**config.mk**
```make
export PLATFORM = sky130hd
export DESIGN_NAME = decode_stage_p
export DESIGN_NICKNAME = d
export VERILOG_FILES = /design/src/rtl/decode_stage_p.sv
export SDC_FILE = /design/constraint.sdc
export NUM_CORES = 2
export LEC_CHECK = 0
export CAP_MARGIN = 10
export CORE_MARGIN = 4
export CORE_UTILIZATION = 45
export CTS_CLUSTER_DIAMETER = 50
export DETAILED_ROUTE_END_ITERATION = 8
export PLACE_DENSITY = 0.75
export SYNTH_ARGS = -nofsm -noshare
export SYNTH_HDL_FRONTEND = slang
export SYNTH_SLANG_ARGS = --single-unit
```
**constraint.sdc**
```tcl
create_clock -name clk -period 5.49 [get_ports clk]
set_input_delay 1.098 -clock clk [delete_from_list [all_inputs] [get_ports clk]]
set_output_delay 1.098 -clock clk [all_outputs]
set_load 0.02 [all_outputs]
```
**src/rtl/decode_stage_p.sv**
```systemverilog
`default_nettype none
// ============================================================================
// Module      : decode_stage_p
// Description : MIPS decode stage: register file, decode, NPC/branch
//               resolution, Tuse/Tnew hazard stall and the D/E register.
// Revision    : 1.0 - initial parametrised release
// ============================================================================
module decode_stage_p #(
    parameter int          NREG       = 32,
    parameter logic [31:0] RESET_PC   = 32'h0000_3000,
    parameter bit          DELAY_SLOT = 1'b1
) (
    input  logic        clk,
    input  logic        reset,
    input  logic [31:0] pc_f,
    input  logic [31:0] pc_d,
    input  logic [31:0] instr_d,
    input  logic        valid_d,
    input  logic [31:0] fwd_rs,
    input  logic [31:0] fwd_rt,
    input  logic [4:0]  e_a3,
    input  logic [4:0]  m_a3,
    input  logic [1:0]  e_tnew,
    input  logic [1:0]  m_tnew,
    input  logic        wb_en,
    input  logic [4:0]  wb_a3,
    input  logic [31:0] wb_data,
    output logic        stall,
    output logic [31:0] npc,
    output logic        flush_fd,
    output logic        de_valid,
    output logic [31:0] de_pc,
    output logic [31:0] de_instr,
    output logic [31:0] de_rd1,
    output logic [31:0] de_rd2,
    output logic [31:0] de_imm32,
    output logic [4:0]  de_a3,
    output logic [31:0] de_wd
);

    localparam int          AW     = $clog2(NREG);
    localparam logic [5:0]  c_NREG = 6'(NREG);

    localparam logic [5:0] c_OP_SPECIAL = 6'h00;
    localparam logic [5:0] c_OP_J       = 6'h02;
    localparam logic [5:0] c_OP_JAL     = 6'h03;
    localparam logic [5:0] c_OP_BEQ     = 6'h04;
    localparam logic [5:0] c_OP_BNE     = 6'h05;
    localparam logic [5:0] c_OP_ORI     = 6'h0d;
    localparam logic [5:0] c_OP_LUI     = 6'h0f;
    localparam logic [5:0] c_OP_LW      = 6'h23;
    localparam logic [5:0] c_OP_SW      = 6'h2b;
    localparam logic [5:0] c_FN_JR      = 6'h08;
    localparam logic [5:0] c_FN_ADDU    = 6'h21;
    localparam logic [5:0] c_FN_SUBU    = 6'h23;

    // Instruction fields
    logic [5:0]  w_op, w_funct;
    logic [4:0]  w_rs, w_rt, w_rd, w_shamt;
    logic [15:0] w_imm16;
    logic [25:0] w_imm26;

    assign w_op    = instr_d[31:26];
    assign w_rs    = instr_d[25:21];
    assign w_rt    = instr_d[20:16];
    assign w_rd    = instr_d[15:11];
    assign w_shamt = instr_d[10:6];
    assign w_funct = instr_d[5:0];
    assign w_imm16 = instr_d[15:0];
    assign w_imm26 = instr_d[25:0];

    // Decode
    logic        w_use_rs, w_use_rt;
    logic [1:0]  w_tuse_rs, w_tuse_rt;
    logic [4:0]  w_a3_raw, w_a3;
    logic [31:0] w_imm32;
    logic        w_is_beq, w_is_bne, w_is_j, w_is_jal, w_is_jr;

    always_comb begin
        w_use_rs  = 1'b0;
        w_use_rt  = 1'b0;
        w_tuse_rs = 2'd0;
        w_tuse_rt = 2'd0;
        w_a3_raw  = 5'd0;
        w_imm32   = 32'd0;
        w_is_beq  = 1'b0;
        w_is_bne  = 1'b0;
        w_is_j    = 1'b0;
        w_is_jal  = 1'b0;
        w_is_jr   = 1'b0;
        if (valid_d) begin
            case (w_op)
                c_OP_SPECIAL: begin
                    if (w_shamt == 5'd0) begin
                        if (w_funct == c_FN_ADDU || w_funct == c_FN_SUBU) begin
                            w_use_rs  = 1'b1;
                            w_use_rt  = 1'b1;
                            w_tuse_rs = 2'd1;
                            w_tuse_rt = 2'd1;
                            w_a3_raw  = w_rd;
                        end else if (w_funct == c_FN_JR) begin
                            w_use_rs  = 1'b1;
                            w_tuse_rs = 2'd0;
                            w_is_jr   = 1'b1;
                        end
                    end
                end
                c_OP_ORI: begin
                    w_use_rs  = 1'b1;
                    w_tuse_rs = 2'd1;
                    w_a3_raw  = w_rt;
                    w_imm32   = {16'd0, w_imm16};
                end
                c_OP_LUI: begin
                    w_a3_raw = w_rt;
                    w_imm32  = {w_imm16, 16'd0};
                end
                c_OP_LW: begin
                    w_use_rs  = 1'b1;
                    w_tuse_rs = 2'd1;
                    w_a3_raw  = w_rt;
                    w_imm32   = {{16{w_imm16[15]}}, w_imm16};
                end
                c_OP_SW: begin
                    w_use_rs  = 1'b1;
                    w_use_rt  = 1'b1;
                    w_tuse_rs = 2'd1;
                    w_tuse_rt = 2'd2;
                    w_imm32   = {{16{w_imm16[15]}}, w_imm16};
                end
                c_OP_BEQ, c_OP_BNE: begin
                    w_use_rs = 1'b1;
                    w_use_rt = 1'b1;
                    w_is_beq = (w_op == c_OP_BEQ);
                    w_is_bne = (w_op == c_OP_BNE);
                end
                c_OP_J: begin
                    w_is_j = 1'b1;
                end
                c_OP_JAL: begin
                    w_is_jal = 1'b1;
                    w_a3_raw = 5'd31;
                end
                default: ;
            endcase
        end
    end

    // Destinations outside the implemented register file collapse to $0
    assign w_a3 = ({1'b0, w_a3_raw} < c_NREG) ? w_a3_raw : 5'd0;

    // Register file with same-cycle write-through
    logic [31:0] r_grf [NREG];
    logic        w_we, w_rs_ok, w_rt_ok;
    logic [31:0] w_rd1, w_rd2;

    assign w_we    = wb_en && (wb_a3 != 5'd0) && ({1'b0, wb_a3} < c_NREG);
    assign w_rs_ok = (w_rs != 5'd0) && ({1'b0, w_rs} < c_NREG);
    assign w_rt_ok = (w_rt != 5'd0) && ({1'b0, w_rt} < c_NREG);

    assign w_rd1 = !w_rs_ok                    ? 32'd0 :
                   (wb_en && (wb_a3 == w_rs))  ? wb_data :
                   r_grf[w_rs[AW-1:0]];
    assign w_rd2 = !w_rt_ok                    ? 32'd0 :
                   (wb_en && (wb_a3 == w_rt))  ? wb_data :
                   r_grf[w_rt[AW-1:0]];

    always_ff @(posedge clk) begin
        if (reset) begin
            for (int i = 0; i < NREG; i++) begin
                r_grf[i] <= 32'd0;
            end
        end else if (w_we) begin
            r_grf[wb_a3[AW-1:0]] <= wb_data;
        end
    end

    // Stall when a producer's result arrives later than the consumer needs it
    logic w_haz_rs, w_haz_rt, w_stall;

    assign w_haz_rs = w_use_rs && (w_rs != 5'd0) &&
                      (((e_a3 == w_rs) && (e_tnew > w_tuse_rs)) ||
                       ((m_a3 == w_rs) && (m_tnew > w_tuse_rs)));
    assign w_haz_rt = w_use_rt && (w_rt != 5'd0) &&
                      (((e_a3 == w_rt) && (e_tnew > w_tuse_rt)) ||
                       ((m_a3 == w_rt) && (m_tnew > w_tuse_rt)));
    assign w_stall  = valid_d && (w_haz_rs || w_haz_rt);
    assign stall    = w_stall;

    // Next-PC selection
    logic [31:0] w_pc_d4, w_br_tgt, w_j_tgt, w_tgt, w_link;
    logic        w_eq, w_taken;

    assign w_pc_d4  = pc_d + 32'd4;
    assign w_br_tgt = w_pc_d4 + {{14{w_imm16[15]}}, w_imm16, 2'b00};
    assign w_j_tgt  = {w_pc_d4[31:28], w_imm26, 2'b00};
    assign w_eq     = (fwd_rs == fwd_rt);
    assign w_taken  = (w_is_beq && w_eq) || (w_is_bne && !w_eq) ||
                      w_is_j || w_is_jal || w_is_jr;
    assign w_tgt    = w_is_jr                 ? fwd_rs  :
                      (w_is_j || w_is_jal)    ? w_j_tgt : w_br_tgt;

    assign npc = reset   ? RESET_PC :
                 w_stall ? pc_f     :
                 w_taken ? w_tgt    : (pc_f + 32'd4);

    generate
        if (DELAY_SLOT) begin : g_delay_slot
            assign w_link   = pc_d + 32'd8;
            assign flush_fd = 1'b0;
        end else begin : g_no_delay_slot
            // The slot instruction is already in F/D and must be squashed
            assign w_link   = pc_d + 32'd4;
            assign flush_fd = w_taken && !w_stall;
        end
    endgenerate

    // D/E pipeline register; a stall inserts a bubble
    logic        r_de_valid;
    logic [31:0] r_de_pc, r_de_instr, r_de_rd1, r_de_rd2, r_de_imm32, r_de_wd;
    logic [4:0]  r_de_a3;

    always_ff @(posedge clk) begin
        if (reset || w_stall) begin
            r_de_valid <= 1'b0;
            r_de_pc    <= 32'd0;
            r_de_instr <= 32'd0;
            r_de_rd1   <= 32'd0;
            r_de_rd2   <= 32'd0;
            r_de_imm32 <= 32'd0;
            r_de_a3    <= 5'd0;
            r_de_wd    <= 32'd0;
        end else begin
            r_de_valid <= valid_d;
            r_de_pc    <= pc_d;
            r_de_instr <= instr_d;
            r_de_rd1   <= w_rd1;
            r_de_rd2   <= w_rd2;
            r_de_imm32 <= w_imm32;
            r_de_a3    <= w_a3;
            r_de_wd    <= w_is_jal ? w_link : 32'd0;
        end
    end

    assign de_valid = r_de_valid;
    assign de_pc    = r_de_pc;
    assign de_instr = r_de_instr;
    assign de_rd1   = r_de_rd1;
    assign de_rd2   = r_de_rd2;
    assign de_imm32 = r_de_imm32;
    assign de_a3    = r_de_a3;
    assign de_wd    = r_de_wd;

endmodule
`default_nettype wire

```
==> flow_metrics.tcl <==
set metrics [dict create \
    via_per_inst 6.33 \
    gp_congestion 0.973 \
    layout_min_cycle_time_ps 5780 \
    antenna_found_initial 30 \
    fill_cells 11000 \
    antenna_left 0 \
    clockBufferDepth 3 \
    synth_seq_cells 1222 \
    grt_pass1_wl_mm 339 \
    dr.pass1.iters 5 \
    synth-edff-count 1024 \
    clockRootBuffer "clkbuf_16" \
    slew_headroom 0.187 \
    setup_ws_ps -293 \
    drv_slew 0 \
    cp_data_arrival_time_ps 4680 \
    max_freq_ghz 0.173 \
    clk_pin_slew_worst_paths_ps 60 \
    worstPathMaxFanout 4 \
    synth_top_area_frac 0.473 \
    die_h_um 388 \
    drv_cap 0 \
    port_buffers 445 \
    status "finished with violations" \
    drtIter0Drc 6208 \
    area_delta_synth_final_pct 26.1 \
    clk-insertion-delay-late_ps 810 \
    postCtsHoldBufs 0 \
    p_leak_nw 29.6 \
    cts_inserted_buffers 145 \
    grt.overflow.total 0 \
    end_kind "output port" \
    synth_area_per_cell_um2 14.3 \
    hold_viol 0 \
    dp_slack_ps -1380 \
    grt_pass1_vias 47400 \
    drive_above_1_share 0.324 \
    h-tree-depth 4 \
    grt_util_all_layers 0.313 \
    ios 447 \
    finClkSkew_ps 63.5 \
    vias 46300 \
    yosys_warnings 0 \
    core-area_um2 143000 \
    yosysSeqAreaShare 0.534 \
    async_reset_ff_frac 0 \
    place_hpwl_mm 154 \
    rows 139 \
    cts_sinks 1222 \
    worst_pin_slew_ps 1220 \
    critPathLaunchType "primary input" \
    rsz0062_at_grt "yes" \
    required_ps 4390 \
    drt-total-wl_mm 240 \
    cts_tree "yes" \
    finalSetupViolations 12 \
    grt_max_degree 118 \
    min_period_over_period 1.05 \
    synth.distinct_cells 77 \
    postLayoutCoreUtil 0.571 \
    violations "setup timing" \
    final_cell_mix "edfxtp_1 (1024), and2_1 (1015), mux4_2 (640)" \
    nets 5534 \
    netlist_top_cells_area "edfxtp_1 (47%), mux4_2 (22%), and2_1 (9.8%), dfxtp_1 (6.1%), clkbuf_1 (2.0%)" \
    criticalPathCategory "in2out" \
    synth_flop_cell "edfxtp_1" \
    final_common_cell "edfxtp_1" \
    synthCells 4538 \
    hold_class "in2reg" \
    dp_cells 6982 \
    synth_top_cell_by_area "edfxtp_1" \
    hold_ws_ps 606 \
    wl_per_cell_um 32.9 \
    vdd_drop_max_uv 250 \
    instances_no_fill 7313 \
    drcViolationCount 0 \
    die-width_um 388 \
    finalPower_mw 24.4 \
    die_area_um2 151000 \
    p_per_area_nw_per_um2 298 \
    initial_utilization 0.453 \
    synth_area_um2 65000 \
]
==> worst max-delay path, stage by stage <==
cell       delay (ps)
buf_6              70
and3_4            260
buf_6             130
nand4_1           180
nor2_1            140
buf_4             150
buf_4             110
nand2_1            50
xnor2_1           220
ha_1              310
a21oi_1           220
o211ai_1          200
nor4_4            450
o21ai_2           140
a31oi_1           220
xor2_1             90
o211a_1           250
a2111oi_4         190
buf_4             200
==> through the flow <==
step | setup TNS [ps] | cell area [um^2]
after global placement | -44190 | 75400
after CTS | -1910 | 81200
after detailed placement | -50210 | 75400
after floorplan | 0 | 65200
after global routing | -3950 | 81900
final | -1380 | 82000
==> area by class of cell <==
| class | count | area (um^2) | share of cell area |
|---|---|---|---|
| Inverter | 22 | 85.1 | 0.00104 |
| Clock inverter | 91 | 1190 | 0.0145 |
| Multi-Input combinational cell | 2878 | 30300 | 0.369 |
| Timing Repair Buffer | 1007 | 9510 | 0.116 |
| Clock buffer | 173 | 3790 | 0.0462 |
| Antenna cell | 17 | 42.5 | 0.000519 |
| Tap cell | 1903 | 2380 | 0.0291 |
| Sequential cell | 1222 | 34700 | 0.424 |
==> synth_stat cells (46+ instances only) <==
master,count
clkbuf_1,342
buf_1,53
and3_1,85
xor2_1,76
buf_2,46
xnor2_1,60
a211oi_1,74
mux2i_1,70
and2_1,1018
nand3_1,48
nor2_1,189
nand2_1,118
edfxtp_1,1024
o21ai_0,84
dfxtp_1,198
a21oi_1,85
mux4_2,640
==> metal layers <==
layer,share of wire,GRT usage,vias up,wire [um]
met5,0.00032,0,-,78
met1,0.33,0.371,23200,79200
met2,0.48,0.510,3506,116000
met3,0.12,0.0859,788,28600
li1,-,-,18800,-
met4,0.070,0.189,14,16900
==> worst paths after layout <==
path | start | depth (start not counted) | slack (ps) | to
hold reg to reg | r_grf[27][13] | 4 | 1120 | de_rd2[13]
setup / recovery | pc_d[7] | 19 | -290 | npc[29]
setup reg to reg | r_grf[5][31] | 4 | 3240 | de_rd2[31]
hold / removal | instr_d[21] | 2 | 610 | de_instr[21]
==> what timing repair did <==
action / 4_1_cts / 5_1_grt
endpoints found under the hold margin: 0 / 0
gates cloned: 0 / 3
setup buffers: 32 / 25
pin swaps: 112 / 92
gates resized for setup: 375 / 164
endpoints found under the setup margin: 33 / 33
==> logic make-up (layout without fill, tap and decap cells) <==
family	count (synthesis)	after routing	share of synthesized area
compound gates	362	362	0.0363
fa+ha+maj	43	43	0.00839
simple gates	1593	1593	0.142
buf+inv	470	1293	0.0285
flops	1222	1222	0.534
other cells	1	50	0.0000577
mux	711	711	0.233
xor+xnor	136	136	0.0183
==> report_power, final <==
part / internal, mW / switching [mW]
clock network: 5.80 / 4.20
registers: 10.6 / 0.246
logic: 1.70 / 1.90
total: 18.1 / 6.34
==> flip-flops by register name, summed over array words and instances (netlist names) <==
signal	cells
de_valid	1
de_rd1	32
de_imm32	32
r_grf	1024
de_instr	32
de_pc	32
de_a3	5
de_rd2	32
de_wd	32
Power figures use the tool's default switching activity.
